[src/rtl/cv32e40p_core_v_xif_pkg.sv]
// CORE-V-XIF interface types shared by the core and the reference coprocessor,
// plus the op encoding and buffer entry layout used by the responder.
package cv32e40p_core_v_xif_pkg;

  localparam int unsigned X_ID_WIDTH  = 4;
  localparam int unsigned X_RFR_WIDTH = 32;
  localparam int unsigned X_NUM_RS    = 3;

  typedef struct packed {
    logic [31:0]                           instr;
    logic [1:0]                            mode;
    logic [X_ID_WIDTH-1:0]                 id;
    logic [X_NUM_RS-1:0][X_RFR_WIDTH-1:0]  rs;
    logic [X_NUM_RS-1:0]                   rs_valid;
  } x_issue_req_t;

  typedef struct packed {
    logic accept;
    logic writeback;
    logic dualwrite;
    logic dualread;
    logic loadstore;
    logic ecswrite;
    logic exc;
  } x_issue_resp_t;

  typedef struct packed {
    logic [X_ID_WIDTH-1:0] id;
    logic                  commit_kill;
  } x_commit_t;

  typedef struct packed {
    logic [X_ID_WIDTH-1:0]  id;
    logic [X_RFR_WIDTH-1:0] data;
    logic [4:0]             rd;
    logic                   we;
    logic                   float;
    logic                   exc;
    logic [5:0]             exccode;
  } x_result_t;

  localparam logic [2:0] F3_ADD3 = 3'b000;
  localparam logic [2:0] F3_MAXU = 3'b001;
  localparam logic [2:0] F3_POPC = 3'b010;

  typedef enum logic [1:0] {
    OP_ADD3 = 2'd0,
    OP_MAXU = 2'd1,
    OP_POPC = 2'd2
  } xif_op_e;

  typedef struct packed {
    logic [X_ID_WIDTH-1:0]  id;
    logic [4:0]             rd;
    xif_op_e                op;
    logic [X_RFR_WIDTH-1:0] opa;
    logic [X_RFR_WIDTH-1:0] opb;
    logic [X_RFR_WIDTH-1:0] opc;
  } xif_entry_t;

  function automatic logic [5:0] popcount32(input logic [31:0] v);
    logic [5:0] c;
    c = 6'd0;
    for (int i = 0; i < 32; i++) begin
      c = c + {5'd0, v[i]};
    end
    return c;
  endfunction

endpackage

[src/rtl/cv32e40p_xif_coproc_responder_chk.sv]
// Protocol invariants of the XIF responder: unique in-flight ids, stable
// result while stalled, and no second commit for the same instruction.
module cv32e40p_xif_coproc_responder_chk
  import cv32e40p_core_v_xif_pkg::*;
#(
  parameter int unsigned DEPTH = 4
) (
  input logic                             clk,
  input logic                             rst_n,
  input logic [DEPTH-1:0]                 ent_valid,
  input logic [DEPTH-1:0]                 ent_committed,
  input logic [DEPTH-1:0][X_ID_WIDTH-1:0] ent_id,
  input logic                             commit_valid,
  input logic [X_ID_WIDTH-1:0]            commit_id,
  input logic                             result_valid,
  input logic                             result_ready,
  input x_result_t                        result
);

  logic dup_id_s;
  logic recommit_s;

  // Pairwise id comparison across live entries and commit lookup
  always_comb begin
    dup_id_s   = 1'b0;
    recommit_s = 1'b0;
    for (int i = 0; i < DEPTH; i++) begin
      recommit_s = recommit_s | (commit_valid && ent_valid[i] && ent_committed[i] &&
                                 (ent_id[i] == commit_id));
      for (int j = i + 1; j < DEPTH; j++) begin
        dup_id_s = dup_id_s | (ent_valid[i] && ent_valid[j] && (ent_id[i] == ent_id[j]));
      end
    end
  end

  a_unique_id: assert property (@(posedge clk) disable iff (!rst_n) !dup_id_s);

  a_result_stable: assert property (@(posedge clk) disable iff (!rst_n)
    (result_valid && !result_ready) |=> (result_valid && $stable(result)));

  a_no_recommit: assert property (@(posedge clk) disable iff (!rst_n) !recommit_s);

endmodule

[src/rtl/cv32e40p_xif_inflight_buf.sv]
// In-order circular buffer of accepted coprocessor instructions with
// commit-by-id lookup; the head entry feeds the execute stage.
module cv32e40p_xif_inflight_buf
  import cv32e40p_core_v_xif_pkg::*;
#(
  parameter int unsigned DEPTH = 4
) (
  input  logic                                 clk,
  input  logic                                 rst_n,
  input  logic                                 push_i,
  input  xif_entry_t                           push_entry_i,
  input  logic                                 pop_i,
  input  logic                                 commit_valid_i,
  input  logic [X_ID_WIDTH-1:0]                commit_id_i,
  input  logic                                 commit_kill_i,
  output logic                                 full_o,
  output logic                                 head_valid_o,
  output logic                                 head_committed_o,
  output logic                                 head_killed_o,
  output xif_entry_t                           head_entry_o,
  output logic                                 next_ready_o,
  output logic [DEPTH-1:0]                     ent_valid_o,
  output logic [DEPTH-1:0]                     ent_committed_o,
  output logic [DEPTH-1:0][X_ID_WIDTH-1:0]     ent_id_o
);

  localparam int unsigned PW = $clog2(DEPTH);
  localparam logic [PW-1:0] PTR_ONE  = PW'(1'b1);
  localparam logic [PW:0]   CNT_ONE  = {{PW{1'b0}}, 1'b1};
  localparam logic [PW:0]   CNT_FULL = DEPTH[PW:0];

  xif_entry_t        entries_r [DEPTH];
  logic [DEPTH-1:0]  valid_r;
  logic [DEPTH-1:0]  committed_r;
  logic [DEPTH-1:0]  killed_r;
  logic [PW-1:0]     wr_ptr_r;
  logic [PW-1:0]     rd_ptr_r;
  logic [PW:0]       count_r;
  logic [PW-1:0]     next_ptr_s;
  logic              push_commit_s;

  // A commit arriving with its own issue handshake lands on the entry being pushed
  assign push_commit_s = commit_valid_i && (commit_id_i == push_entry_i.id);

  // Entry storage, per-entry commit CAM update, pointers and occupancy
  always_ff @(posedge clk or negedge rst_n) begin
    if (!rst_n) begin
      for (int i = 0; i < DEPTH; i++) begin
        entries_r[i] <= '0;
      end
      valid_r     <= '0;
      committed_r <= '0;
      killed_r    <= '0;
      wr_ptr_r    <= '0;
      rd_ptr_r    <= '0;
      count_r     <= '0;
    end else begin
      for (int i = 0; i < DEPTH; i++) begin
        if (commit_valid_i && valid_r[i] && !committed_r[i] &&
            (entries_r[i].id == commit_id_i)) begin
          committed_r[i] <= 1'b1;
          killed_r[i]    <= commit_kill_i;
        end
      end
      if (pop_i) begin
        valid_r[rd_ptr_r] <= 1'b0;
        rd_ptr_r          <= rd_ptr_r + PTR_ONE;
      end
      if (push_i) begin
        entries_r[wr_ptr_r]   <= push_entry_i;
        valid_r[wr_ptr_r]     <= 1'b1;
        committed_r[wr_ptr_r] <= push_commit_s;
        killed_r[wr_ptr_r]    <= push_commit_s && commit_kill_i;
        wr_ptr_r              <= wr_ptr_r + PTR_ONE;
      end
      case ({push_i, pop_i})
        2'b10:   count_r <= count_r + CNT_ONE;
        2'b01:   count_r <= count_r - CNT_ONE;
        default: count_r <= count_r;
      endcase
    end
  end

  assign next_ptr_s       = rd_ptr_r + PTR_ONE;
  assign full_o           = (count_r == CNT_FULL);
  assign head_valid_o     = valid_r[rd_ptr_r];
  assign head_committed_o = committed_r[rd_ptr_r];
  assign head_killed_o    = killed_r[rd_ptr_r];
  assign head_entry_o     = entries_r[rd_ptr_r];
  assign next_ready_o     = valid_r[next_ptr_s] && committed_r[next_ptr_s] &&
                            !killed_r[next_ptr_s];
  assign ent_valid_o      = valid_r;
  assign ent_committed_o  = committed_r;

  // Flatten stored ids for the protocol checker
  always_comb begin
    for (int i = 0; i < DEPTH; i++) begin
      ent_id_o[i] = entries_r[i].id;
    end
  end

endmodule

[src/rtl/cv32e40p_xif_coproc_responder.sv]
// Reference XIF coprocessor: decodes custom-0 ADD3/MAXU/POPC, buffers accepted
// instructions in order and returns results once the core commits them.
module cv32e40p_xif_coproc_responder
  import cv32e40p_core_v_xif_pkg::*;
#(
  parameter int unsigned DEPTH   = 4,
  parameter int unsigned LATENCY = 2,
  parameter logic [6:0]  OPCODE  = 7'h0B
) (
  input  logic          clk,
  input  logic          rst_n,
  input  logic          x_issue_valid_i,
  output logic          x_issue_ready_o,
  input  x_issue_req_t  x_issue_req_i,
  output x_issue_resp_t x_issue_resp_o,
  input  logic          x_commit_valid_i,
  input  x_commit_t     x_commit_i,
  output logic          x_result_valid_o,
  input  logic          x_result_ready_i,
  output x_result_t     x_result_o
);

  localparam int unsigned CW = (LATENCY > 1) ? $clog2(LATENCY) : 1;
  localparam logic [CW-1:0] CNT_INIT = CW'(LATENCY - 1);
  localparam logic [CW-1:0] CNT_ONE  = CW'(1'b1);

  typedef enum logic [1:0] {
    S_IDLE = 2'd0,
    S_EXEC = 2'd1,
    S_RESP = 2'd2
  } state_e;

  state_e         state_r;
  logic [CW-1:0]  cnt_r;
  logic           result_valid_r;
  x_result_t      result_r;

  logic           dec_s;
  logic           rs_ok_s;
  xif_op_e        op_s;
  logic           push_s;
  logic           pop_s;
  xif_entry_t     push_entry_s;
  logic           full_s;
  logic           head_valid_s;
  logic           head_committed_s;
  logic           head_killed_s;
  logic           next_ready_s;
  xif_entry_t     head_entry_s;
  logic           head_ready_s;
  logic [DEPTH-1:0]                 ent_valid_s;
  logic [DEPTH-1:0]                 ent_committed_s;
  logic [DEPTH-1:0][X_ID_WIDTH-1:0] ent_id_s;
  logic           unused_s;

  function automatic logic [31:0] exec_op(input xif_entry_t e);
    logic [31:0] r;
    case (e.op)
      OP_ADD3: r = e.opa + e.opb + e.opc;
      OP_MAXU: r = (e.opa > e.opb) ? e.opa : e.opb;
      OP_POPC: r = {26'd0, popcount32(e.opa)};
      default: r = 32'd0;
    endcase
    return r;
  endfunction

  // Decode the offered instruction and check its source operands are present
  always_comb begin
    dec_s   = 1'b0;
    rs_ok_s = 1'b0;
    op_s    = OP_ADD3;
    if (x_issue_req_i.instr[6:0] == OPCODE) begin
      case (x_issue_req_i.instr[14:12])
        F3_ADD3: begin
          dec_s   = 1'b1;
          op_s    = OP_ADD3;
          rs_ok_s = &x_issue_req_i.rs_valid;
        end
        F3_MAXU: begin
          dec_s   = 1'b1;
          op_s    = OP_MAXU;
          rs_ok_s = (x_issue_req_i.rs_valid[1:0] == 2'b11);
        end
        F3_POPC: begin
          dec_s   = 1'b1;
          op_s    = OP_POPC;
          rs_ok_s = x_issue_req_i.rs_valid[0];
        end
        default: begin
          dec_s   = 1'b0;
          op_s    = OP_ADD3;
          rs_ok_s = 1'b0;
        end
      endcase
    end else begin
      dec_s = 1'b0;
    end
  end

  // Rejects always pass; only decodable instructions can stall
  assign x_issue_ready_o = dec_s ? (!full_s && rs_ok_s) : 1'b1;
  assign push_s          = x_issue_valid_i && dec_s && x_issue_ready_o;

  // Issue response: only accept/writeback are ever asserted
  always_comb begin
    x_issue_resp_o           = '0;
    x_issue_resp_o.accept    = x_issue_valid_i && dec_s;
    x_issue_resp_o.writeback = x_issue_valid_i && dec_s;
  end

  assign push_entry_s = '{id:  x_issue_req_i.id,
                          rd:  x_issue_req_i.instr[11:7],
                          op:  op_s,
                          opa: x_issue_req_i.rs[0],
                          opb: x_issue_req_i.rs[1],
                          opc: x_issue_req_i.rs[2]};

  assign unused_s = ^{x_issue_req_i.mode, x_issue_req_i.instr[31:15]};

  cv32e40p_xif_inflight_buf #(.DEPTH(DEPTH)) u_buf (
    .clk              (clk),
    .rst_n            (rst_n),
    .push_i           (push_s),
    .push_entry_i     (push_entry_s),
    .pop_i            (pop_s),
    .commit_valid_i   (x_commit_valid_i),
    .commit_id_i      (x_commit_i.id),
    .commit_kill_i    (x_commit_i.commit_kill),
    .full_o           (full_s),
    .head_valid_o     (head_valid_s),
    .head_committed_o (head_committed_s),
    .head_killed_o    (head_killed_s),
    .head_entry_o     (head_entry_s),
    .next_ready_o     (next_ready_s),
    .ent_valid_o      (ent_valid_s),
    .ent_committed_o  (ent_committed_s),
    .ent_id_o         (ent_id_s)
  );

  assign head_ready_s = head_valid_s && head_committed_s && !head_killed_s;

  // Pop a killed head while idle, or the reported head once the core takes the result
  always_comb begin
    case (state_r)
      S_IDLE:  pop_s = head_valid_s && head_killed_s;
      S_RESP:  pop_s = x_result_ready_i;
      default: pop_s = 1'b0;
    endcase
  end

  // Execute FSM with registered result handshake
  always_ff @(posedge clk or negedge rst_n) begin
    if (!rst_n) begin
      state_r        <= S_IDLE;
      cnt_r          <= '0;
      result_valid_r <= 1'b0;
      result_r       <= '0;
    end else begin
      case (state_r)
        S_IDLE: begin
          if (head_ready_s) begin
            state_r <= S_EXEC;
            cnt_r   <= CNT_INIT;
          end else begin
            state_r <= S_IDLE;
          end
        end
        S_EXEC: begin
          if (cnt_r == '0) begin
            state_r          <= S_RESP;
            result_valid_r   <= 1'b1;
            result_r         <= '0;
            result_r.id      <= head_entry_s.id;
            result_r.data    <= exec_op(head_entry_s);
            result_r.rd      <= head_entry_s.rd;
            result_r.we      <= 1'b1;
          end else begin
            cnt_r <= cnt_r - CNT_ONE;
          end
        end
        S_RESP: begin
          if (x_result_ready_i) begin
            result_valid_r <= 1'b0;
            if (next_ready_s) begin
              state_r <= S_EXEC;
              cnt_r   <= CNT_INIT;
            end else begin
              state_r <= S_IDLE;
            end
          end
        end
        default: begin
          state_r        <= S_IDLE;
          result_valid_r <= 1'b0;
        end
      endcase
    end
  end

  assign x_result_valid_o = result_valid_r;
  assign x_result_o       = result_r;

  cv32e40p_xif_coproc_responder_chk #(.DEPTH(DEPTH)) u_chk (
    .clk           (clk),
    .rst_n         (rst_n),
    .ent_valid     (ent_valid_s),
    .ent_committed (ent_committed_s),
    .ent_id        (ent_id_s),
    .commit_valid  (x_commit_valid_i),
    .commit_id     (x_commit_i.id),
    .result_valid  (x_result_valid_o),
    .result_ready  (x_result_ready_i),
    .result        (x_result_o)
  );

endmodule

[config.mk]
export PLATFORM = sky130hd
export DESIGN_NAME = cv32e40p_xif_coproc_responder
export DESIGN_NICKNAME = d
export VERILOG_FILES = /design/src/rtl/cv32e40p_core_v_xif_pkg.sv /design/src/rtl/cv32e40p_xif_coproc_responder_chk.sv /design/src/rtl/cv32e40p_xif_inflight_buf.sv /design/src/rtl/cv32e40p_xif_coproc_responder.sv
export SDC_FILE = /design/constraint.sdc
export NUM_CORES = 1
export LEC_CHECK = 0
export ABC_AREA = 1
export CAP_MARGIN = 20
export CORE_ASPECT_RATIO = 0.8
export CORE_MARGIN = 2
export CORE_UTILIZATION = 41
export DETAILED_ROUTE_END_ITERATION = 8
export PLACE_DENSITY = 0.73
export SLEW_MARGIN = 20
export SYNTH_ARGS = -nofsm -noshare
export SYNTH_HDL_FRONTEND = slang
export SYNTH_SLANG_ARGS = --single-unit
[constraint.sdc]
create_clock -name clk -period 5.9 [get_ports clk]
set_input_delay 1.18 -clock clk [delete_from_list [all_inputs] [get_ports clk]]
set_output_delay 1.18 -clock clk [all_outputs]
set_load 0.02 [all_outputs]
# Word level (Yosys, flattened, before mapping)
# Cells that the tools add are included.
[word_totals] reg_bits=493 inputBits=147 output_inout_bits=59 word_cells=214
[op_classes] addsub=38 n_lt_le_gt_ge=9 eq_ne=20 mux=60 bitwise_logic=7 n_reduce_logical=43
[ops] operator="bitwise mux 428 bit" count=1
[ops] operator="2-to-1 mux 107 bit" count=3
[ops] operator="binary-select mux 107 bit (select 2 bit)" count=1
[ops] operator="demux 107 bit (select 2 bit)" count=1
[ops] operator="adder 6 x 1 -> 6 bit" count=26
[ops] operator="case mux 32 bit (3 select lines)" count=1
[ops] operator="adder 32 bit" count=2
[ops] operator="> comparator 32 bit" count=1
[ops] operator="2-to-1 mux 32 bit" count=1
[ops] operator="2-to-1 mux 1 bit" count=28
[ops] operator="logical AND 1 bit" count=25
[ops] operator="== test 4 bit" count=5
[ops] operator="2-to-1 mux 4 bit" count=4
[ops] operator="binary-select mux 1 bit (select 2 bit)" count=6
[ops] operator="less-than comparator 2 x 3 -> 1 bit, second input constant" count=3
[ops] operator="case mux 1 bit (3 select lines)" count=3
[ops] operator="bitwise mux 4 bit" count=2
[ops] operator="== test 2 bit, second input constant" count=4
[ops] operator="!= test 2 bit, second input constant" count=4
[ops] operator="== test 7 x 4 -> 1 bit, second input constant" count=1
[ops] operator="zero test 1 bit" count=7
[ops] operator="adder 5 x 1 -> 6 bit" count=1
[ops] operator="== test 2 x 1 -> 1 bit, second input constant" count=3
[ops] operator="greater-or-equal comparator 3 bit, second input constant" count=2
[ops] operator="other kinds (32)" count=42

# Logic depth before layout (Yosys ltp)
[depth] word_depth=36 depth_mapped=27 mapped_depth_nobuf=24

# By module
# From an unflattened synthesis, not the netlist that was laid out.
[unflattened] cells_unflattened=3350 hier_area_um2=27147.3
[modules_own_cells] module="cv32e40p_xif_inflight_buf" instances=1 cells_per_inst=2323 area_each_um2=20200.6 seq_area_each_um2=11185.7
[modules_own_cells] module="cv32e40p_xif_coproc_responder" instances=1 cells_per_inst=1027 area_each_um2=6946.7 seq_area_each_um2=1151.1

# Least setup slack after synthesis
# OpenSTA, ideal clock, no wires.
[synth_path] kind="register to register" from="reg u_buf.rd_ptr_r[1]" to="reg result_r, in the netlist x_result_o[18]" setup_time_ps=117 arrival_time_ps=5542 required_time_ps=5783 slack_ps=241 stages_incl_launch_ff=26 n_path_buf=2 synth_period_minus_slack_ps=5659 path_cell_list="dfrtp_1 inv_1 buf_2 buf_1 a21oi_1 a32oi_1 inv_1 fa_1 fa_1 fa_1 fa_1 fa_1 fa_1 inv_1 ha_1 inv_1 fa_1 inv_1 nand3_1 nand2_1 xnor2_1 nor2_1 a21oi_1 nand2_1 nand2_1 nand2_1"
[synth_between] elab_chain_len=36 word_cells_on_any_way=43 cone_classes="33 x add/sub; 1 x order compare; 2 x eq/ne; 5 x mux; 1 x bitwise; 1 x reduce/logical"
[synth_lines] element="from (decl)" line="cv32e40p_xif_inflight_buf.sv:37" source="logic [PW-1:0] rd_ptr_r;"
[synth_lines] element="from (signal assigned)" line="cv32e40p_xif_inflight_buf.sv:67" source="rd_ptr_r <= rd_ptr_r + PTR_ONE;"
[synth_lines] element="inverter 2 -> 3 bit (implied by the code) *" line="cv32e40p_xif_inflight_buf.sv:89" source="assign head_entry_o = entries_r[rd_ptr_r];"
[synth_lines] element="binary-select mux 107 bit (select 2 bit) *" line="cv32e40p_xif_inflight_buf.sv:89"
[synth_lines] element="2-to-1 mux 107 bit (implied by the code) * (2 in series)" line="cv32e40p_xif_inflight_buf.sv:89"
[synth_lines] element="adder 1 x 1 -> 2 bit" line="cv32e40p_core_v_xif_pkg.sv:65" source="c = c + {5'd0, v[i]};"
[synth_lines] element="adder 2 x 1 -> 3 bit" line="cv32e40p_core_v_xif_pkg.sv:65"
[synth_lines] element="adder 3 x 1 -> 4 bit" line="cv32e40p_core_v_xif_pkg.sv:65"
[synth_lines] element="adder 4 x 1 -> 5 bit" line="cv32e40p_core_v_xif_pkg.sv:65"
[synth_lines] element="adder 5 x 1 -> 6 bit" line="cv32e40p_core_v_xif_pkg.sv:65"
[synth_lines] element="adder 6 x 1 -> 6 bit (26 in series)" line="cv32e40p_core_v_xif_pkg.sv:65"
[synth_lines] element="case mux 32 bit (3 select lines) *" line="cv32e40p_xif_coproc_responder.sv:58" source="case (e.op)"
[synth_lines] element="to (decl)" line="cv32e40p_xif_coproc_responder.sv:36" source="x_result_t result_r;"
# Every way passes the cells marked *; elsewhere a longest branch is shown, timed or not. The select of a mux whose other input is x is not followed.
# A chain may end at the register's enable or synchronous reset.

# Final worst setup path
[layout_path] from="reg u_buf.rd_ptr_r[0]" to="reg result_r, in the netlist x_result_o[18]"
# Same word-level chain as after synthesis.

==> impl_metrics.py <==
metrics = {
    "floorplan": {
        "core_sq_um": 64500,
        "die_w_microns": 290,
        "start_util_pct": 41.7,
        "rows": 83,
        "io_pins": 206,
        "die_y_microns": 233,
        "dieArea_sq_um": 67600,
    },
    "synth": {
        "seq_area_frac_synth_pct": 45.9,
        "synth.most_common_cell": "nand2_1",
        "yosys-top-cells-count": "nand2_1, dfrtp_1, o21ai_1",
        "synth-edff-count": 0,
        "ys_ff_latch": 493,
        "synth_area_leaders": "dfrtp_1, nand2_1, o21ai_1",
        "yosys.area.top_type": "dfrtp_1",
        "synth_top_area_share_pct": 45.9,
        "yosysWarnings": 0,
        "syn_area_sq_um": 26900,
        "async_reset_ff_share_pct": 100,
        "ys.flop_type": "dfrtp_1",
        "syn_avg_cell_area_sq_um": 8.05,
        "synthCells": 3337,
        "ys_types": 46,
    },
    "final_layout": {
        "final_area_sq_um": 31100,
        "fin_cells": 4340,
        "n_antenna_cell": 0,
        "fin_util_pct": 48.3,
        "area_growth_pct": 15.9,
        "nNetsFinal": 3732,
        "drive_gt1_share_pct": 6.13,
    },
    "placement": {
        "port_buffers": 173,
        "place_area_sq_um": 29200,
        "place_ws_ps": 85.4,
        "place_inst": 4232,
        "dp_hpwl_microns": 53000,
        "place.gp.congestion": 0.993,
    },
    "setup_path": {
        "critPathMaxFanout": 19,
        "worst-r2r-setup-slack_ps": 200,
        "startpoint": "u_buf.rd_ptr_r[0]",
        "worst_setup_path_start_kind": "register",
        "r2r_start": "u_buf.rd_ptr_r[0]",
        "cp.required_ps": 6370,
        "path_class": "register to register",
        "cp.arrival_ps": 6170,
        "worstSetupEndpointType": "register",
    },
    "detailed_routing": {
        "viasPerCell": 5.38,
        "ant_nets": 0,
        "finalWirelength_microns": 78400,
        "route.detailed.drc": 0,
        "dr.first_iter.drc_count": 2444,
        "wl_per_cell_microns": 18.1,
        "firstDrtPassIters": 6,
        "vias": 23300,
    },
    "power_and_ir_drop": {
        "powerDensity_nw_per_um2": 612,
        "totalPowerFinal_mw": 19.1,
        "p_leak_nw": 14.5,
        "ir_drop_mv": 1.14,
    },
    "sta": {
        "max_freq_mhz": 175,
        "skew_ps": 50.6,
        "worst_slew_pin_slew_ps": 1010,
        "hold_violations": 0,
        "setup_viol": 0,
        "period_needed_ps": 5700,
        "finalSetupTns_ps": 0,
        "timing.slew.headroom_pct": 32.7,
        "finalCritPeriodShare_pct": 96.7,
        "report.final.slew_viol_count": 0,
        "holdWs_ps": 471,
        "fin_ws_ps": 197,
        "rsz0062_at_grt": "no",
    },
    "clocking": {
        "cts_buffer_depth": 3,
        "cts_max_level": 2,
        "cts_sinks": 493,
        "cts_tree": "built",
        "clk_pin_slew_ps": 60,
        "clockRootBuffer": "clkbuf_16",
        "clk_latency_ps": 630,
        "numCtsBuffers": 51,
    },
    "global_routing": {
        "grt.total_usage_pct": 22.8,
        "grt_pass1_vias": 21800,
        "grt_overflow_total": 0,
        "grt_max_degree": 149,
        "grt_pass1_wl_microns": 122000,
        "antenna_found_initial": 1,
    },
    "status": {
        "status": "finished clean",
    },
    "worst_hold_path": {
        "min-delay-start": "x_result_o[8]",
        "holdCritPathClass": "register to register",
    },
    "run": {
        "max-cap-violations": 0,
    },
}
worst paths after layout:
| kind | depth (start not counted) | end |
|---|---|---|
| min in group asynchronous | 1 | u_buf.entries_r[18] |
| min reg2reg | 1 | x_result_o[8] |
| max | 24 | x_result_o[18] |
| min | 1 | x_result_o[8] |
| max reg2reg | 24 | x_result_o[18] |
| max in group asynchronous | 2 | u_buf.entries_r[360] |
worst max-delay path, stage by stage (launching register included):
cell	delay, ps
dfrtp_4	530
buf_12	140
clkbuf_16	180
nand2_1	80
a32oi_2	250
inv_1	110
fa_1	610
fa_1	450
fa_1	480
fa_1	540
fa_1	440
fa_1	490
inv_2	80
ha_4	130
inv_2	40
fa_2	330
inv_2	60
nand3_1	60
nand2_1	80
xnor2_1	110
nor2_1	60
a21oi_1	110
nand2_1	60
nand2_1	50
nand2_1	50
registers in the layout, indices dropped and copies added, names as in the netlist, 2 cells and up:
signal                 flops
u_buf.killed_r             4
state_r                    2
u_buf.count_r              3
x_result_o                42
u_buf.entries_r          412
u_buf.rd_ptr_r             2
u_buf.ent_valid_o          4
u_buf.ent_committed_o      4
u_buf.wr_ptr_r             2
u_buf.ent_id_o            16
per-layer routing:
metal	vias to the layer above	share of wire (%)	track usage [%]
li1	11200	-	-
met1	11200	47	33.8
met5	-	0.017	0
met2	829	43	34.0
met4	2	2.5	6.48
met3	97	8.0	4.05
cell usage in the layout (no fill, tap or decap), types with 3 or more instances in the layout:
cell,n
o21a_1,6
o21ai_0,251
o21ai_1,311
dfrtp_1,492
a32oi_1,53
conb_1,13
inv_1,275
a21oi_1,136
xnor2_1,8
nand2_8,4
nor3_1,15
buf_12,7
inv_2,6
bufinv_16,3
clkinv_2,13
nand4_1,12
nand2_1,1032
o21bai_1,4
nor2_1,151
clkdlybuf4s50_1,172
a31oi_1,3
nand3b_1,6
buf_4,64
or2_2,10
nor4_1,6
clkbuf_16,54
xor2_1,9
nand3_1,123
a32oi_2,9
clkbuf_1,11
o22ai_1,43
clkbuf_8,10
fa_1,56
ha_1,77
o21ai_2,11
layout make-up:
cell class                      count  area [sq um]
Clock inverter                     20           216
Fill cell                        6125         33400
Tap cell                          850          1060
Timing Repair Buffer              249          2460
Timing Repair inverter              2          17.5
Multi-Input combinational cell   2368         12500
Inverter                          285          1090
Clock buffer                       73          1480
Sequential cell                   493         12300
report_power, final:
| group | total (mW) | switching (mW) | internal (mW) |
|---|---|---|---|
| Combinational | 12.1 | 7.78 | 4.34 |
| Sequential | 3.68 | 0.130 | 3.55 |
| Clock | 3.26 | 1.38 | 1.88 |
| Total | 19.1 | 9.29 | 9.77 |
cell families (layout without fill, tap and decap cells):
logic type               after synthesis  after routing  share of synthesized area [%]
XOR/XNOR                              17             17                          0.554
AND/OR/NAND/NOR                     1369           1369                           20.4
AO/OA/AOI/OAI                        834            834                           17.0
other                                  1             13                         0.0140
buffers and inverters                488            629                           8.26
flip-flops                           493            493                           45.9
adder cells (fa/ha/maj)              135            135                           7.88
repair_timing:
| item | CTS | global route |
|---|---|---|
| setup buffers | 0 | 12 |
| hold buffers | 0 | 0 |
| endpoints found under the setup margin | 0 | 5 |
| gates resized for setup | 0 | 21 |
Note: power is estimated with default switching activity, not from simulation.
